$ cat src/rtl/bridge_pkg.sv
// Shared constants and types for the CPU system-bus bridge: device windows,
// device-select encoding and the full-word byte-enable pattern.
package bridge_pkg;

    localparam logic [31:0] DM_BASE  = 32'h0000_0000;
    localparam logic [31:0] DM_LAST  = 32'h0000_2FFF;
    localparam logic [31:0] TC0_BASE = 32'h0000_7F00;
    localparam logic [31:0] TC1_BASE = 32'h0000_7F10;
    localparam logic [31:0] INT_BASE = 32'h0000_7F20;
    localparam logic [31:0] TC_SIZE  = 32'd12;
    localparam logic [31:0] INT_SIZE = 32'd4;

    localparam logic [3:0]  BE_WORD  = 4'b1111;

    typedef enum logic [2:0] {
        SEL_NONE = 3'd0,
        SEL_DM   = 3'd1,
        SEL_TC0  = 3'd2,
        SEL_TC1  = 3'd3,
        SEL_INT  = 3'd4
    } dev_sel_e;

    localparam int unsigned SEL_W = 5;

    // Inclusive window test; last is base + size - 1.
    function automatic logic in_window(input logic [31:0] addr,
                                       input logic [31:0] base,
                                       input logic [31:0] last);
        return (addr >= base) && (addr <= last);
    endfunction

endpackage

$ cat src/rtl/bridge_addr_decode.sv
// Address decoder: maps a CPU byte address to a one-hot device select,
// indexed by dev_sel_e, with SEL_NONE set for unmapped addresses.
module bridge_addr_decode
    import bridge_pkg::*;
(
    input  logic [31:0]      addr,
    output logic [SEL_W-1:0] sel
);

    logic hit_dm_s;
    logic hit_t0_s;
    logic hit_t1_s;
    logic hit_int_s;

    assign hit_dm_s  = in_window(addr, DM_BASE,  DM_LAST);
    assign hit_t0_s  = in_window(addr, TC0_BASE, TC0_BASE + TC_SIZE  - 32'd1);
    assign hit_t1_s  = in_window(addr, TC1_BASE, TC1_BASE + TC_SIZE  - 32'd1);
    assign hit_int_s = in_window(addr, INT_BASE, INT_BASE + INT_SIZE - 32'd1);

    // Windows are disjoint, so at most one hit bit is ever set.
    always_comb begin
        sel           = '0;
        sel[SEL_DM]   = hit_dm_s;
        sel[SEL_TC0]  = hit_t0_s;
        sel[SEL_TC1]  = hit_t1_s;
        sel[SEL_INT]  = hit_int_s;
        sel[SEL_NONE] = ~(hit_dm_s | hit_t0_s | hit_t1_s | hit_int_s);
    end

endmodule

$ cat src/rtl/sys_bridge.sv
// System-bus bridge between the CPU memory stage and DM/TC0/TC1/INT.
// Optional sticky bus-error flag enabled by BRIDGE_BUS_ERR_EN.
module sys_bridge
    import bridge_pkg::*;
(
    input  logic        clk,
    input  logic        reset,
    input  logic [31:0] cpu_addr,
    input  logic [31:0] cpu_writedata,
    output logic [31:0] cpu_readdata,
    input  logic        cpu_we,
    input  logic [3:0]  cpu_be,
    output logic [31:0] mem_addr,
    output logic [31:0] timer0_addr,
    output logic [31:0] timer1_addr,
    output logic [31:0] int_addr,
    output logic [31:0] mem_writedata,
    output logic [31:0] timer0_writedata,
    output logic [31:0] timer1_writedata,
    output logic [31:0] int_writedata,
    input  logic [31:0] mem_readdata,
    input  logic [31:0] timer0_readdata,
    input  logic [31:0] timer1_readdata,
    input  logic [31:0] int_readdata,
    output logic        mem_we,
    output logic        timer0_we,
    output logic        timer1_we,
    output logic        int_we,
    output logic [3:0]  mem_be,
    output logic [3:0]  timer0_be,
    output logic [3:0]  timer1_be,
`ifdef BRIDGE_BUS_ERR_EN
    output logic [3:0]  int_be,
    output logic        cpu_err
`else
    output logic [3:0]  int_be
`endif
);

    logic [SEL_W-1:0] sel_s;
    logic             be_any_s;
    logic             be_word_s;

    bridge_addr_decode u_decode (
        .addr (cpu_addr),
        .sel  (sel_s)
    );

    assign be_any_s  = (cpu_be != 4'b0000);
    assign be_word_s = (cpu_be == BE_WORD);

    assign mem_addr         = cpu_addr;
    assign timer0_addr      = cpu_addr;
    assign timer1_addr      = cpu_addr;
    assign int_addr         = cpu_addr;
    assign mem_writedata    = cpu_writedata;
    assign timer0_writedata = cpu_writedata;
    assign timer1_writedata = cpu_writedata;
    assign int_writedata    = cpu_writedata;

    assign mem_be    = sel_s[SEL_DM]  ? cpu_be : 4'b0000;
    assign timer0_be = sel_s[SEL_TC0] ? cpu_be : 4'b0000;
    assign timer1_be = sel_s[SEL_TC1] ? cpu_be : 4'b0000;
    assign int_be    = sel_s[SEL_INT] ? cpu_be : 4'b0000;

    // Timers accept whole-word stores only; partial stores are dropped.
    assign mem_we    = cpu_we & sel_s[SEL_DM]  & be_any_s;
    assign int_we    = cpu_we & sel_s[SEL_INT] & be_any_s;
    assign timer0_we = cpu_we & sel_s[SEL_TC0] & be_word_s;
    assign timer1_we = cpu_we & sel_s[SEL_TC1] & be_word_s;

    // Zero-latency read mux, independent of cpu_we; unmapped reads return zero.
    always_comb begin
        cpu_readdata = 32'h0000_0000;
        if (sel_s[SEL_DM]) begin
            cpu_readdata = mem_readdata;
        end else if (sel_s[SEL_TC0]) begin
            cpu_readdata = timer0_readdata;
        end else if (sel_s[SEL_TC1]) begin
            cpu_readdata = timer1_readdata;
        end else if (sel_s[SEL_INT]) begin
            cpu_readdata = int_readdata;
        end else begin
            cpu_readdata = 32'h0000_0000;
        end
    end

`ifdef BRIDGE_BUS_ERR_EN
    logic err_set_s;
    logic cpu_err_r;

    assign err_set_s = (sel_s[SEL_NONE] & (cpu_we | be_any_s))
                     | (cpu_we & (sel_s[SEL_TC0] | sel_s[SEL_TC1]) & ~be_word_s);

    // Sticky error flag; only reset clears it.
    always_ff @(posedge clk or posedge reset) begin
        if (reset) begin
            cpu_err_r <= 1'b0;
        end else if (err_set_s) begin
            cpu_err_r <= 1'b1;
        end else begin
            cpu_err_r <= cpu_err_r;
        end
    end

    assign cpu_err = cpu_err_r;
`else
    logic unused_clk_reset_s;
    assign unused_clk_reset_s = &{1'b0, clk, reset};
`endif

endmodule

$ cat config.mk
export PLATFORM = sky130hd
export DESIGN_NAME = sys_bridge
export DESIGN_NICKNAME = d
export VERILOG_FILES = /design/src/rtl/bridge_pkg.sv /design/src/rtl/bridge_addr_decode.sv /design/src/rtl/sys_bridge.sv
export SDC_FILE = /design/constraint.sdc
export NUM_CORES = 1
export LEC_CHECK = 0
export BUFFER_PORTS_ARGS = -buffer_cell sky130_fd_sc_hd__clkbuf_2
export CORE_AREA = 3 3 196 198
export DETAILED_ROUTE_END_ITERATION = 8
export DIE_AREA = 0 0 199 201
export GPL_ROUTABILITY_DRIVEN = 1
export SLEW_MARGIN = 30
export SYNTH_ARGS = -nofsm -noshare
export SYNTH_HDL_FRONTEND = slang
export SYNTH_HIERARCHICAL = 1
export SYNTH_SLANG_ARGS = --single-unit
export TNS_END_PERCENT = 30
$ cat constraint.sdc
create_clock -name vclk -period 1.6
set_input_delay 0.16 -clock vclk [all_inputs]
set_output_delay 0.16 -clock vclk [all_outputs]
set_load 0.05 [all_outputs]
# == Word-level counts from Yosys, hierarchy flattened ==
# Cells that the tools add are included.
# totals
mem_bits_rw,0
mem_bits_ro,0
regBits,0
n_memories,0
input_bits,199
latchBits,0
# classes
order_cmp,8
add_sub_neg,0
div,0
bitwise,8
eq_ne,1
muxes,8
mul,0
n_shift,0
reduce_logical,5
# op_table
cell,n
$mux 32,4
$ge 32x15->1 const B,3
$le 32x15->1 const B,3
$ge 32x1->1 const B,1
$le 32x14->1 const B,1
$mux 4,4
$and 1x1->1,8
$eq 4x4->1 const B,1
$logic_and 1x1->1,4
$reduce_bool 4->1,1

# == Depth between registers and ports, before layout ==
# Gate-level depths: netlist of the first run.
# logic_depth
ltp_word,6
depth_mapped,8
depth_no_buf,6

# == Modules after synthesis ==
# The synthesis of the first run kept the hierarchy.
# by_module_without_submodules
mod,cells_per_inst,instances,area_each_um2,seq_area_each_um2
sys_bridge,400,1,3009.1,0.0
bridge_addr_decode,23,1,207.7,0.0

# == Worst setup path after synthesis of the first run ==
# Ideal clock, no wire load.
# synth_timing
kind,input to output
start,in cpu_addr[24]
end,out cpu_readdata[29]
stages,8
arrival_ps,2205
required_ps,1440
path_buffers,3
setup_slack_ps,-765
path_cell_list,nor4_2 -> nand4_2 -> nor4_1 -> buf_4 -> buf_2 -> buf_4 -> nand2_1 -> a31oi_1
# synth_rtl
element,line_no,text
from (decl),sys_bridge.sv:8,"input logic [31:0] cpu_addr,"
$ge 32x15->1 or $le 32x15->1 (tied branches),bridge_pkg.sv:29,return (addr >= base) && (addr <= last);
$logic_and 1x1->1 (*),bridge_pkg.sv:29,
named net u_decode.hit_t1_s,bridge_addr_decode.sv:12,logic hit_t1_s;
$mux 32 (*),sys_bridge.sv:79,end else if (sel_s[SEL_TC1]) begin
$mux 32 (*),sys_bridge.sv:77,end else if (sel_s[SEL_TC0]) begin
$mux 32 (*),sys_bridge.sv:75,if (sel_s[SEL_DM]) begin
to (decl),sys_bridge.sv:10,"output logic [31:0] cpu_readdata,"
# Mark *: on every way through the listed nets, which the timed path passes. The rest lies on a longest branch.

# == Worst setup path in the final report of the first run ==
# layout_timing
start,in cpu_addr[7]
end,out cpu_readdata[13]
# layout_rtl
element,line_no,text
$ge 32x15->1 or $le 32x15->1 (tied branches),bridge_pkg.sv:29,
$logic_and 1x1->1 (*),bridge_pkg.sv:29,
named net sel_s[3],sys_bridge.sv:40,logic [SEL_W-1:0] sel_s;
$mux 32 (*),sys_bridge.sv:79,
$mux 32 (*),sys_bridge.sv:77,
$mux 32 (*),sys_bridge.sv:75,
# Marked as above.

==> results.py, run 1 <==
metrics = {
    "floorplan": {
        "die_area_um2": 40000,
        "floorplan.initialDensity": 0.0871,
        "die_y_um": 201,
        "pin_count": 507,
        "design.core.area_um2": 36700,
        "die_width_um": 199,
        "num_rows": 70,
    },
    "timing": {
        "clock.fmax_mhz": 418,
        "timing.final.crit_share": 1.50,
        "relSlewSlack": 0.467,
        "final.hold.worst_slack_ps": 320,
        "timing_hold_violations_final": 0,
        "finalCriticalPeriod_ps": 2390,
        "transition_time_at_the_pin_with_the_least_slew_margin_ps": 788,
        "final_setup_fails": 52,
        "worst_slack_ps": -794,
        "slew_viol_final": 0,
        "rsz_0062_raised_after_global_routing": "true",
    },
    "power_and_ir_drop": {
        "power_density_over_the_cells_nw_per_um2": 207,
        "finalPower_mw": 1.11,
        "peakVddDrop_v": 0.000181,
        "power.leakage_nw": 2.38,
    },
    "placed_design": {
        "gp_routability_congestion": 0.733,
        "port_buffers": 335,
        "place_hpwl_um": 13000,
    },
    "routing": {
        "dr_wl_met2_um": 9430,
        "drt_iter0_drc": 46,
        "dr_wl_met3_um": 1920,
        "drc": 0,
        "first_pass_iters": 4,
        "totalWireLength_um": 16300,
        "detail_route_antenna_nets": 0,
        "routed.top_layer": "met4",
        "vias": 3205,
        "met1Wirelength_um": 4820,
        "wl_per_cell_um": 16.0,
        "drt-vias-per-instance": 3.14,
    },
    "final_layout": {
        "seq_area_um2": 0,
        "flops_and_latches": 0,
        "fill_cell_total_of_the_finished_layout": 4143,
        "area_growth_pct": 67.3,
        "nClkBuffers": 0,
        "antenna-diode-count": 0,
        "fin_nets": 754,
        "layout-drive-gt1-share": 0.913,
    },
    "worst_setup_path": {
        "crit_path_required_time_ps": 1440,
        "critical_path_class": "in -> out",
        "cp-end-kind": "output port",
        "cp_data_arrival_time_ps": 2230,
        "maximum_fanout_encountered_on_the_critical_timing_path": 8,
        "start_kind": "input port",
    },
    "logic_synthesis": {
        "synth.net_count": 620,
        "postSynthAreaPerCell_um2": 7.60,
        "syn_area_um2": 3200,
        "yosysWarningCount": 6,
        "synth_cells": 421,
    },
    "global_route": {
        "grt_util_all_layers": 0.0717,
        "grt_pass1_wl_um": 21400,
        "number_of_global_route_vias_before_repair": 3256,
        "grt_max_degree": 33,
        "globalRoute.totalOverflow": 0,
        "grt_antenna_before_repair": 0,
    },
    "job": {
        "maxCapViolations": 0,
    },
    "min_path": {
        "worst_min_delay_path_category": "in -> out",
    },
    "outcome": {
        "run_status": "finished, violations left",
        "failed_checks": "negative setup slack",
    },
}
-- where the power goes --
| group | switching, mW | leakage, nW | total [mW] | internal [mW] |
|---|---|---|---|---|
| combinational | 0.803 | 2.38 | 1.11 | 0.303 |
| clock | 0 | 0 | 0 | 0 |
| sequential | 0 | 0 | 0 | 0 |
| total | 0.803 | 2.38 | 1.11 | 0.303 |
-- per-layer routing --
metal	global-route usage	vias up
met5	0	-
met4	0.00502	0
met3	0.0223	7
met2	0.161	332
met1	0.0609	1411
li1	-	1455
-- worst paths after layout --
kind                         startpoint                 to  cells after the start
worst min-delay path  cpu_writedata[27]  mem_writedata[27]                      0
worst max-delay path        cpu_addr[7]   cpu_readdata[13]                     12
-- final cells by class --
| type | instances | area [µm²] | share of cell area |
|---|---|---|---|
| tap | 468 | 586 | 0.109 |
| timing repair buffer | 406 | 3120 | 0.582 |
| multi-input combinational | 142 | 1630 | 0.305 |
| inverter | 5 | 18.8 | 0.00351 |
-- critical path, stage by stage --
cell and delay (ps):
buf_4 120, and4bb_1 270, nand4_1 160, buf_6 180
nor4_4 250, buf_4 170, buf_12 110, and2b_4 200
buf_12 150, a22oi_2 200, a21oi_4 90, buf_12 150
-- layout by cell type (no fill, tap or decap), types with 4 or more instances in the layout --
master,instances
o22ai_1,27
and2_4,10
buf_8,9
a22oi_2,30
clkbuf_8,18
nor2_4,5
clkbuf_2,279
nor4_4,6
a21oi_4,30
buf_4,49
buf_12,38
buf_6,8
and2_1,4
-- what timing repair did --
item,CTS,global route
setup endpoints to repair,52,52
gates resized for setup,94,24
hold buffers,0,0
gates cloned,4,0
buffers inserted,11,1
pin swaps,18,15
-- stage by stage --
stage / TNS, ps / util / area, µm² / std cells / worst slack, ps
after floorplan: -9340 / - / 3590 / 421 / -261
final: -30820 / 0.146 / 5350 / 1021 / -794
after global routing: -36340 / 0.146 / 5350 / 1021 / -905
after global placement: -45340 / 0.128 / 4680 / 1005 / -1210
after detailed placement: -47600 / 0.128 / 4680 / 1005 / -1220
after CTS: -38340 / 0.143 / 5260 / 1020 / -949
Power figures use the tool's default switching activity.
==> run 2: changes to the inputs <==
Settings changed: CORE_AREA 3 3 196 198 to 2 2 195 197, DIE_AREA 0 0 199 201 to 0 0 197 199.
==> run 2 against run 1 <==
The run still ends with negative setup slack left. Core utilization is 0.11 points higher. Total power grew 6.0%. Cell count grew 1.4%. Clock-buffer cell count is the same. Critical path depth up 1. Combinational power is 5% higher. Sequential share of layout area unchanged. Final area grew 1.9%. Wire length up 9.2%. Die area fell by 2.0%. First-iteration DRC count is 20% higher. Global-route usage up 1.1 points. Critical path type unchanged. Largest cell class unchanged. Largest power group unchanged.
==> results.py, run 2 (same netlist as run 1, synthesis figures left out) <==
metrics = {
    "final_layout": {
        "seq_area_um2": 0,
        "area_growth_pct": 70.6,
        "layout-drive-gt1-share": 0.957,
        "most_frequent_cells_in_the_layout": "280 x clkbuf_2, 56 x buf_4, 30 x a22oi_2, 30 x a21oi_4, 27 x buf_8",
        "nClkBuffers": 0,
        "fin_nets": 761,
        "finish.utilization": 0.147,
        "flops_and_latches": 0,
        "layout_commonest_cell": "clkbuf_2",
    },
    "floorplan": {
        "die_y_um": 199,
        "die_area_um2": 39200,
        "die_width_um": 197,
        "pin_count": 507,
        "num_rows": 71,
        "floorplan.initialDensity": 0.0861,
        "design.core.area_um2": 37100,
    },
    "routing": {
        "dr_wl_met3_um": 1900,
        "dr_wl_met2_um": 9550,
        "first_pass_iters": 3,
        "routed.top_layer": "met5",
        "drt_iter0_drc": 55,
        "drt-vias-per-instance": 3.21,
        "wl_per_cell_um": 17.2,
        "detail_route_antenna_nets": 0,
        "met1Wirelength_um": 5930,
        "vias": 3319,
        "drc": 0,
        "totalWireLength_um": 17800,
    },
    "worst_setup_path": {
        "maximum_fanout_encountered_on_the_critical_timing_path": 16,
        "crit_path_required_time_ps": 1440,
        "start_kind": "input port",
        "cp-end-kind": "output port",
        "cp_data_arrival_time_ps": 2230,
        "cp-startpoint": "cpu_addr[27]",
        "critical_path_class": "in -> out",
    },
    "min_path": {
        "worst_min_delay_path_category": "in -> out",
        "min-delay-start": "cpu_writedata[15]",
    },
    "global_route": {
        "number_of_global_route_vias_before_repair": 3355,
        "grt_pass1_wl_um": 23400,
        "grt_util_all_layers": 0.0828,
        "globalRoute.totalOverflow": 0,
        "grt_antenna_before_repair": 2,
        "grt_max_degree": 17,
    },
    "placed_design": {
        "place_hpwl_um": 14800,
        "port_buffers": 335,
        "gp_routability_congestion": 0.686,
    },
    "timing": {
        "setup_total_negative_slack_ps": -32450,
        "final_setup_fails": 52,
        "finalCriticalPeriod_ps": 2390,
        "final.hold.worst_slack_ps": 320,
        "slew_viol_final": 0,
        "timing_hold_violations_final": 0,
        "relSlewSlack": 0.715,
        "timing.final.crit_share": 1.50,
        "worst_slack_ps": -794,
        "clock.fmax_mhz": 418,
        "rsz_0062_raised_after_global_routing": "true",
        "transition_time_at_the_pin_with_the_least_slew_margin_ps": 427,
    },
    "outcome": {
        "run_status": "finished, violations left",
        "failed_checks": "negative setup slack",
    },
    "power_and_ir_drop": {
        "peakVddDrop_v": 0.000194,
        "power.leakage_nw": 2.41,
        "power_density_over_the_cells_nw_per_um2": 215,
    },
    "clock_tree": {
        "cts_hold_buffers": 0,
    },
    "job": {
        "maxCapViolations": 0,
    },
}
-- run 2: cell count changes in the layout (fill, tap and decap cells not counted), sizes merged --
cell	delta
and2b	-1
bufbuf	-1
clkbuf	+2
diode	+1
buf	+7
-- run 2: routing by layer --
layer  vias up  track usage
met5         -            0
met4         2       0.0167
met3        20       0.0259
met2       337        0.169
met1      1498       0.0811
li1       1462            -
-- run 2: layout make-up --
class | count | area (µm²)
Inverter | 5 | 18.8
Multi-Input combinational cell | 141 | 1800
Timing Repair Buffer | 414 | 3040
Antenna cell | 1 | 2.50
Tap cell | 474 | 593
Fill cell | 4171 | 31700
-- run 2: worst paths after layout --
path,slack (ps),endpoint,cells after the start
max,-790,cpu_readdata[6],13
min,320,int_writedata[15],0
-- run 2: timing repair --
action,in CTS,in global routing
endpoints found under the setup margin,52,52
buffers inserted,9,3
resized for setup,161,42
cloned,2,0
pin swaps,21,21
endpoints found under the hold margin,0,0
-- run 2: stage by stage --
stage	total power [mW]	area [µm²]	setup WS (ps)	instances
global route	1.22	5460	-963	1035
global placement	1.14	4480	-1080	1020
detailed placement	1.14	4480	-1070	1020
floorplan	1.74	3590	-261	421
CTS	1.17	5350	-843	1031
finish	1.17	5460	-794	1035
-- run 2: power by group --
part | leakage, nW | internal (mW) | total (mW) | switching, mW
registers | 0 | 0 | 0 | 0
logic | 2.41 | 0.316 | 1.17 | 0.856
clock network | 0.00000634 | 0.0000000836 | 0.0000000836 | 0
total | 2.41 | 0.316 | 1.17 | 0.856
-- run 2: critical path: stages --
cell	delay, ps
buf_8	100
nor4_4	370
nand4_4	220
buf_4	190
buf_6	110
nor2_4	120
buf_6	120
inv_2	40
buf_12	150
buf_4	180
o22ai_2	220
a21oi_4	40
clkbuf_8	180
